==> src/rtl/em_ttl_pkg.sv <==
// Shared definitions for the emulated TTL counter family: run/halt state,
// direction encoding and the WIDTH/MODULUS legality check.
package em_ttl_pkg;

    typedef enum logic {
        ST_RUN  = 1'b0,
        ST_HALT = 1'b1
    } state_e;

    localparam logic DIR_UP   = 1'b1;
    localparam logic DIR_DOWN = 1'b0;

    // A modulus is usable when it lies in 2..2^width and the width is 1..32.
    function automatic bit modulus_legal(input int width, input longint unsigned modulus);
        bit ok;
        ok = 1'b0;
        if (width >= 1 && width <= 32) begin
            ok = (modulus >= 64'd2) && (modulus <= (64'd1 << width));
        end
        return ok;
    endfunction

endpackage

==> src/rtl/em_mod_step.sv <==
// Combinational modulo step: next count value and wrap flag for one count
// step in the given direction. Comparisons are done one bit wider than the
// count so that MODULUS == 2^WIDTH needs no special case.
module em_mod_step
    import em_ttl_pkg::*;
#(
    parameter int              WIDTH   = 4,
    parameter longint unsigned MODULUS = 16
) (
    input  logic [WIDTH-1:0] count,
    input  logic             up,
    output logic [WIDTH-1:0] next,
    output logic             wrap
);

    localparam logic [WIDTH:0] MOD_EXT  = (WIDTH+1)'(MODULUS);
    localparam logic [WIDTH:0] LAST_EXT = MOD_EXT - (WIDTH+1)'(1);

    logic [WIDTH:0] w_cnt_ext;
    logic           w_term_up;
    logic           w_term_dn;

    assign w_cnt_ext = {1'b0, count};
    // Out-of-range values are terminal in both directions.
    assign w_term_up = (w_cnt_ext >= LAST_EXT);
    assign w_term_dn = (w_cnt_ext == '0) || (w_cnt_ext >= MOD_EXT);

    // Select the stepped value; terminal values wrap to the opposite end.
    always_comb begin
        next = '0;
        wrap = 1'b0;
        if (up == DIR_UP) begin
            if (w_term_up) begin
                next = '0;
                wrap = 1'b1;
            end else begin
                next = count + WIDTH'(1);
            end
        end else begin
            if (w_term_dn) begin
                next = LAST_EXT[WIDTH-1:0];
                wrap = 1'b1;
            end else begin
                next = count - WIDTH'(1);
            end
        end
    end

endmodule

==> src/rtl/em_counter_pn.sv <==
// Programmable up/down modulo counter with 74161-style cascade carry,
// one-shot halt mode and a registered terminal-count pulse.
module em_counter_pn
    import em_ttl_pkg::*;
#(
    parameter int              WIDTH   = 4,
    parameter longint unsigned MODULUS = 16
) (
    input  logic             clk,
    input  logic             clr,
    input  logic             nload,
    input  logic             ent,
    input  logic             enp,
    input  logic             up,
    input  logic             oneshot,
    input  logic [WIDTH-1:0] parallel_in,
    output logic [WIDTH-1:0] count,
    output logic             rco,
    output logic             tc_pulse,
    output logic             done
);

    generate
        if (!modulus_legal(WIDTH, MODULUS)) begin : g_bad_params
            $error("em_counter_pn: MODULUS must be 2..2^WIDTH and WIDTH 1..32");
        end
    endgenerate

    state_e           r_state;
    logic [WIDTH-1:0] r_count;
    logic             r_tc;

    logic [WIDTH-1:0] w_next;
    logic             w_wrap;
    logic             w_step;

    em_mod_step #(
        .WIDTH   (WIDTH),
        .MODULUS (MODULUS)
    ) u_step (
        .count (r_count),
        .up    (up),
        .next  (w_next),
        .wrap  (w_wrap)
    );

    assign w_step = ent & enp & (r_state == ST_RUN);

    // Count/state/pulse update with priority clr > load > count step.
    always_ff @(posedge clk) begin
        if (clr) begin
            r_count <= '0;
            r_state <= ST_RUN;
            r_tc    <= 1'b0;
        end else if (!nload) begin
            r_count <= parallel_in;
            r_state <= ST_RUN;
            r_tc    <= 1'b0;
        end else if (w_step) begin
            r_count <= w_next;
            r_tc    <= w_wrap;
            if (w_wrap && oneshot) begin
                r_state <= ST_HALT;
            end
        end else begin
            r_tc <= 1'b0;
        end
    end

    // The wrap flag of the step unit doubles as the terminal-value detect.
    assign rco      = ent & w_wrap;
    assign count    = r_count;
    assign tc_pulse = r_tc;
    assign done     = (r_state == ST_HALT);

endmodule

==> config.mk <==
export PLATFORM = sky130hd
export DESIGN_NAME = em_counter_pn
export DESIGN_NICKNAME = d
export VERILOG_FILES = /design/src/rtl/em_ttl_pkg.sv /design/src/rtl/em_mod_step.sv /design/src/rtl/em_counter_pn.sv
export SDC_FILE = /design/constraint.sdc
export NUM_CORES = 1
export LEC_CHECK = 0
export CORE_AREA = 3 3 40 42
export CTS_CLUSTER_SIZE = 10
export DETAILED_ROUTE_END_ITERATION = 12
export DIE_AREA = 0 0 43 45
export PLACE_DENSITY = 0.69
export SYNTH_ARGS = -nofsm -noshare
export SYNTH_HDL_FRONTEND = slang
export SYNTH_HIERARCHICAL = 1
export SYNTH_SLANG_ARGS = --single-unit
==> constraint.sdc <==
create_clock -name clk -period 4.7 [get_ports clk]
set_input_delay 0.47 -clock clk [delete_from_list [all_inputs] [get_ports clk]]
set_output_delay 0.47 -clock clk [all_outputs]
set_load 0.01 [all_outputs]
==> results of run 1 <==
registers in the layout, indices dropped and copies added (netlist names):
register	count
count	4
tc_pulse	1
done	1
routing by layer:
metal,routed length [um],track usage (%)
met1,489,15.9
met2,499,19.5
met3,38,2.39
met4,15,7.23
met5,0,0
synthesized netlist by cell type:
| library cell | count |
|---|---|
| inv_1 | 6 |
| buf_6 | 2 |
| ha_1 | 2 |
| nor2_1 | 1 |
| a22oi_1 | 1 |
| or4b_1 | 1 |
| nor3_1 | 1 |
| a211oi_1 | 4 |
| mux2i_1 | 2 |
| xnor2_1 | 2 |
| inv_2 | 1 |
| and2_1 | 1 |
| a311oi_1 | 1 |
| and2_4 | 1 |
| nand3_1 | 1 |
| nand2b_1 | 2 |
| o21ai_0 | 1 |
| nand3b_4 | 1 |
| a31o_2 | 1 |
| dfxtp_1 | 6 |
| o21bai_1 | 1 |
| a21oi_1 | 7 |
| nand3b_1 | 1 |
| nand2_1 | 2 |
| a31oi_1 | 1 |
| mux2_4 | 4 |
| or3_1 | 1 |
power by group:
| group | internal [mW] | leakage, nW | switching (mW) |
|---|---|---|---|
| Sequential | 0.0549 | 0.0494 | 0.00799 |
| Clock | 0.0288 | 0.0138 | 0.0179 |
| Combinational | 0.0370 | 0.215 | 0.0227 |
| Total | 0.121 | 0.279 | 0.0486 |
worst paths after layout:
| check | from | endpoint | slack (ps) | depth (start not counted) |
|---|---|---|---|---|
| worst min-delay path | done$_SDFFE_PP0P_ | tc_pulse$_SDFF_PP0_ | 490 | 1 |
| worst max register to register | count[0]$_SDFFE_PP0P_ | count[3]$_SDFFE_PP0P_ | 2940 | 8 |
| worst max-delay path | up | rco | 2120 | 6 |
| worst min register to register | done$_SDFFE_PP0P_ | tc_pulse$_SDFF_PP0_ | 490 | 1 |
area by class of cell:
type,count,area [um^2],area share (%)
well taps,15,18.8,2.75
flip-flops and latches,6,120,17.6
repair buffers,17,170,25.0
inverters,7,26.3,3.85
clock buffers,3,22.5,3.30
multi-input cells,40,324,47.5
kinds of logic (layout without fill, tap and decap cells):
family                     count (synthesis)  in the layout  share of synthesized area, %
AOI/OAI and AO/OA                         17             17                          22.1
xor gates and xnor gates                   2              2                          3.55
adders and majority gates                  2              2                          5.08
buffers and inverters                      9             27                          9.90
DFF                                        6              6                          24.4
muxes                                      6              6                          16.2
and+or+nand+nor                           13             13                          18.8
==> reports/metrics.cfg, run 1 <==
[floorplan]
dieHeight_um = 45
initial_core_util_pct = 38.4
dieWidth_um = 43
ios = 18
core_um2 = 1280
rows = 13
dieArea_um2 = 1940

[finish]
postLayoutCoreUtil_pct = 53.1
fin_cells = 88
layout_commonest_cell = clkdlybuf4s50_1
stdcell_area_um2 = 682
final_cell_mix = 17 x clkdlybuf4s50_1, 7 x a21oi_1, 6 x inv_1, 6 x dfxtp_1
drive_gt1_share_pct = 15.1
antennaDiodeCount = 0
nNetsFinal = 88
area_growth_pct = 38.3
fillers = 131

[routing]
wl_per_cell_um = 11.9
drt-initial-drc-count = 9
wirelength_mm = 1.04
vias_per_cell = 4.99
firstDrtPassIters = 6
drc_errors = 0
ant_nets = 0
via_count = 439

[power]
power_density_nw_per_um2 = 248
power_leakage_nw = 0.279
peakVddDrop_v = 0.0000746
power_mw = 0.169

[status]
status = completed

[global_route]
antenna_found_initial = 0
grt_usage_pct = 12.4
grt_pass1_wl_mm = 1.81
grt_remaining_overflow = 0
first_global_vias = 443
grt_max_degree = 11

[timing]
maxSlewViolCount = 0
worstMarginPinSlew_ps = 464
fin_crit_sh_pct = 54.9
tns_ps = 0
hold_viol_final = 0
rsz0062_at_grt = no
period_minus_slack_ps = 2580
hold_slack_ps = 494
fin_worst_skew_ps = 1.94
slew_headroom_pct = 69.0
setup_ws_ps = 2120
setup_viol = 0
fmax_mhz = 388

[placed_design]
io_buffers = 17
place_area_um2 = 659
dp_slack_ps = 2110
dp_hpwl_um = 833
dp_cells = 85
place_congestion = 0.810

[worst_setup_path]
crit_slowest_cell = clkdlybuf4s50_1
critPathKind = in2out
required_ps = 4230
cp_top_family = buffers and inverters
path_max_fanout = 7
slowest_delay_ps = 540
worst_path_most_repeated_cell = clkdlybuf4s50_1
crit_path_end_kind = primary output
critPathBufInv = 3
crit_path_start_kind = primary input
path_cells = clkdlybuf4s50_1 -> inv_1 -> nand3b_1 -> mux2i_1 -> and2_1 -> clkdlybuf4s50_1
cp.arrival_ps = 2110

[clocking]
clockBufferDepth = 2
cts_tree = built
clk_pin_slew_ps = 40
clk_latency_ps = 240
cts.sinks = 6
cts_resized = 0
cts.htree.levels = 1
cts-root-buf = clkbuf_4
numCtsBuffers = 3
post_cts_buffers = 0
cts_hold_buf = 0

[run]
maxCapViolCount = 0

[synthesis]
ys_warn_count = 6
ys_seq_area_share_pct = 24.4
synth_top_area_cell = dfxtp_1
avgSynthCellArea_um2 = 8.96
synth_area_um2 = 493
netlist_instances = 55
ys_types = 27
synth_area_leaders = dfxtp_1 24%, mux2_4 12%, a21oi_1 7.1%
ys_ff_latch = 6
synth_fp_nets = 68
synth_top_area_share_pct = 24.4

[worst_hold_path]
hp-class = reg2reg

(Power assumes the default switching activity.)
==> run 2: changes to the inputs <==
Clock period 4.7 ns to 2.6 ns, I/O delays scaled along.
==> run 2 against run 1 <==
  * Critical path depth fell by 1
  * Combinational power up 81%
  * Die area stayed put
  * Clock power up 72%
  * Hold slack improved by 6.4 ps
  * Register-to-register slack worse by 2100 ps
  * Clock skew decreased by 0.74 ps
  * Sequential power increased by 81%
  * Wire length down 3.5%
  * Cell count did not move
  * Sequential cell count stayed put
  * Critical path type is now reg2out
==> reports/metrics.cfg, run 2 (synthesized netlist as in run 1, its figures left out) <==
[floorplan]
dieWidth_um = 43
rows = 13
core_um2 = 1280
initial_core_util_pct = 38.4
dieHeight_um = 45
dieArea_um2 = 1940
ios = 18

[timing]
slew_headroom_pct = 71.5
hold_viol_final = 0
period_minus_slack_ps = 2200
maxSlewViolCount = 0
tns_ps = 0
fin_crit_sh_pct = 84.4
fin_worst_skew_ps = 1.21
setup_viol = 0
worstMarginPinSlew_ps = 426
fmax_mhz = 456
rsz0062_at_grt = no

[worst_setup_path]
cp.arrival_ps = 1940
required_ps = 2340
path_max_fanout = 9
critPathKind = reg2out
crit_path_start_kind = register
crit_path_end_kind = primary output

[routing]
wl_per_cell_um = 11.4
drt-initial-drc-count = 11
firstDrtPassIters = 4
via_count = 450
drc_errors = 0
ant_nets = 0
wirelength_mm = 1.01
vias_per_cell = 5.11

[global_route]
grt_pass1_wl_mm = 1.66
antenna_found_initial = 0
grt_remaining_overflow = 0
first_global_vias = 414
grt_max_degree = 11
grt_usage_pct = 11.6

[clocking]
numCtsBuffers = 3
cts.sinks = 6
cts.htree.levels = 1
clk_latency_ps = 230
clockBufferDepth = 2
post_cts_buffers = 0
cts-root-buf = clkbuf_4
cts_tree = built
cts_hold_buf = 0
cts_resized = 0
clk_pin_slew_ps = 40

[finish]
antennaDiodeCount = 0
drive_gt1_share_pct = 15.1
multi_input_area_um2 = 324
layout_commonest_cell = clkdlybuf4s50_1
largest_reg_flops = 4
nNetsFinal = 88
final_cell_mix = 17 x clkdlybuf4s50_1, 7 x a21oi_1, 6 x inv_1, 6 x dfxtp_1
seqCellArea_um2 = 120
fillers = 127
area_growth_pct = 38.3

[power]
clkPwrFrac_pct = 26.7
peakVddDrop_v = 0.000155
power_leakage_nw = 0.279
p_comb_share_pct = 35.7
power_density_nw_per_um2 = 443
pwr-share-seq_pct = 37.7
p_int_mw = 0.218
swShare_pct = 27.8
power_mw = 0.302
switching_power_mw = 0.0840

[run]
maxCapViolCount = 0

[placed_design]
dp_hpwl_um = 819
place_congestion = 0.813
io_buffers = 17

[status]
status = completed

[worst_hold_path]
hp-class = reg2reg

[run 2: cell type report]
cell class | count | share of cell area (%)
inverter | 7 | 3.85
multi-input combinational | 40 | 47.5
tap | 15 | 2.75
sequential | 6 | 17.6
timing repair buffer | 17 | 25.0
clock buffer | 3 | 3.30
[run 2: metrics by stage]
stage	area (um^2)	instances	util [%]	setup slack [ps]	hold slack, ps
3_3_place_gp	659	85	51.3	477	473
3_5_place_dp	659	85	51.3	427	497
4_1_cts	682	88	53.1	375	506
2_1_floorplan	493	55	-	960	333
5_1_grt	682	88	53.1	273	537
6_report	682	88	53.1	405	500
[run 2: final timing paths]
path                                       startpoint                    end  slack, ps  depth (start not counted)
worst min-delay path                done$_SDFFE_PP0P_    tc_pulse$_SDFF_PP0_        500                          1
worst max-delay path            count[0]$_SDFFE_PP0P_                    rco        400                          5
worst max register to register  count[0]$_SDFFE_PP0P_  count[3]$_SDFFE_PP0P_        840                          8
worst min register to register      done$_SDFFE_PP0P_    tc_pulse$_SDFF_PP0_        500                          1
[run 2: worst max-delay path, cell delays in order (launching register included)]
cell	delay [ps]
dfxtp_1	490
ha_1	250
nand3_1	100
mux2i_1	140
and2_1	170
clkdlybuf4s50_1	540
[run 2: power groups by stage]
stage	Clock [mW]	Combinational [mW]	Sequential, mW
after floorplan	0	0.0684	0.115
after global placement	0	0.108	0.115
after detailed placement	0	0.108	0.115
after CTS	0.0853	0.109	0.114
after global routing	0.0876	0.119	0.116
final	0.0805	0.108	0.114
[run 2: metal layers]
metal	vias to the layer above	part of all wire, %	global-route usage, %
li1	237	-	-
met1	202	47	14.2
met2	11	50	18.6
met3	0	3.3	2.39
met4	0	0	7.23
met5	-	0	0
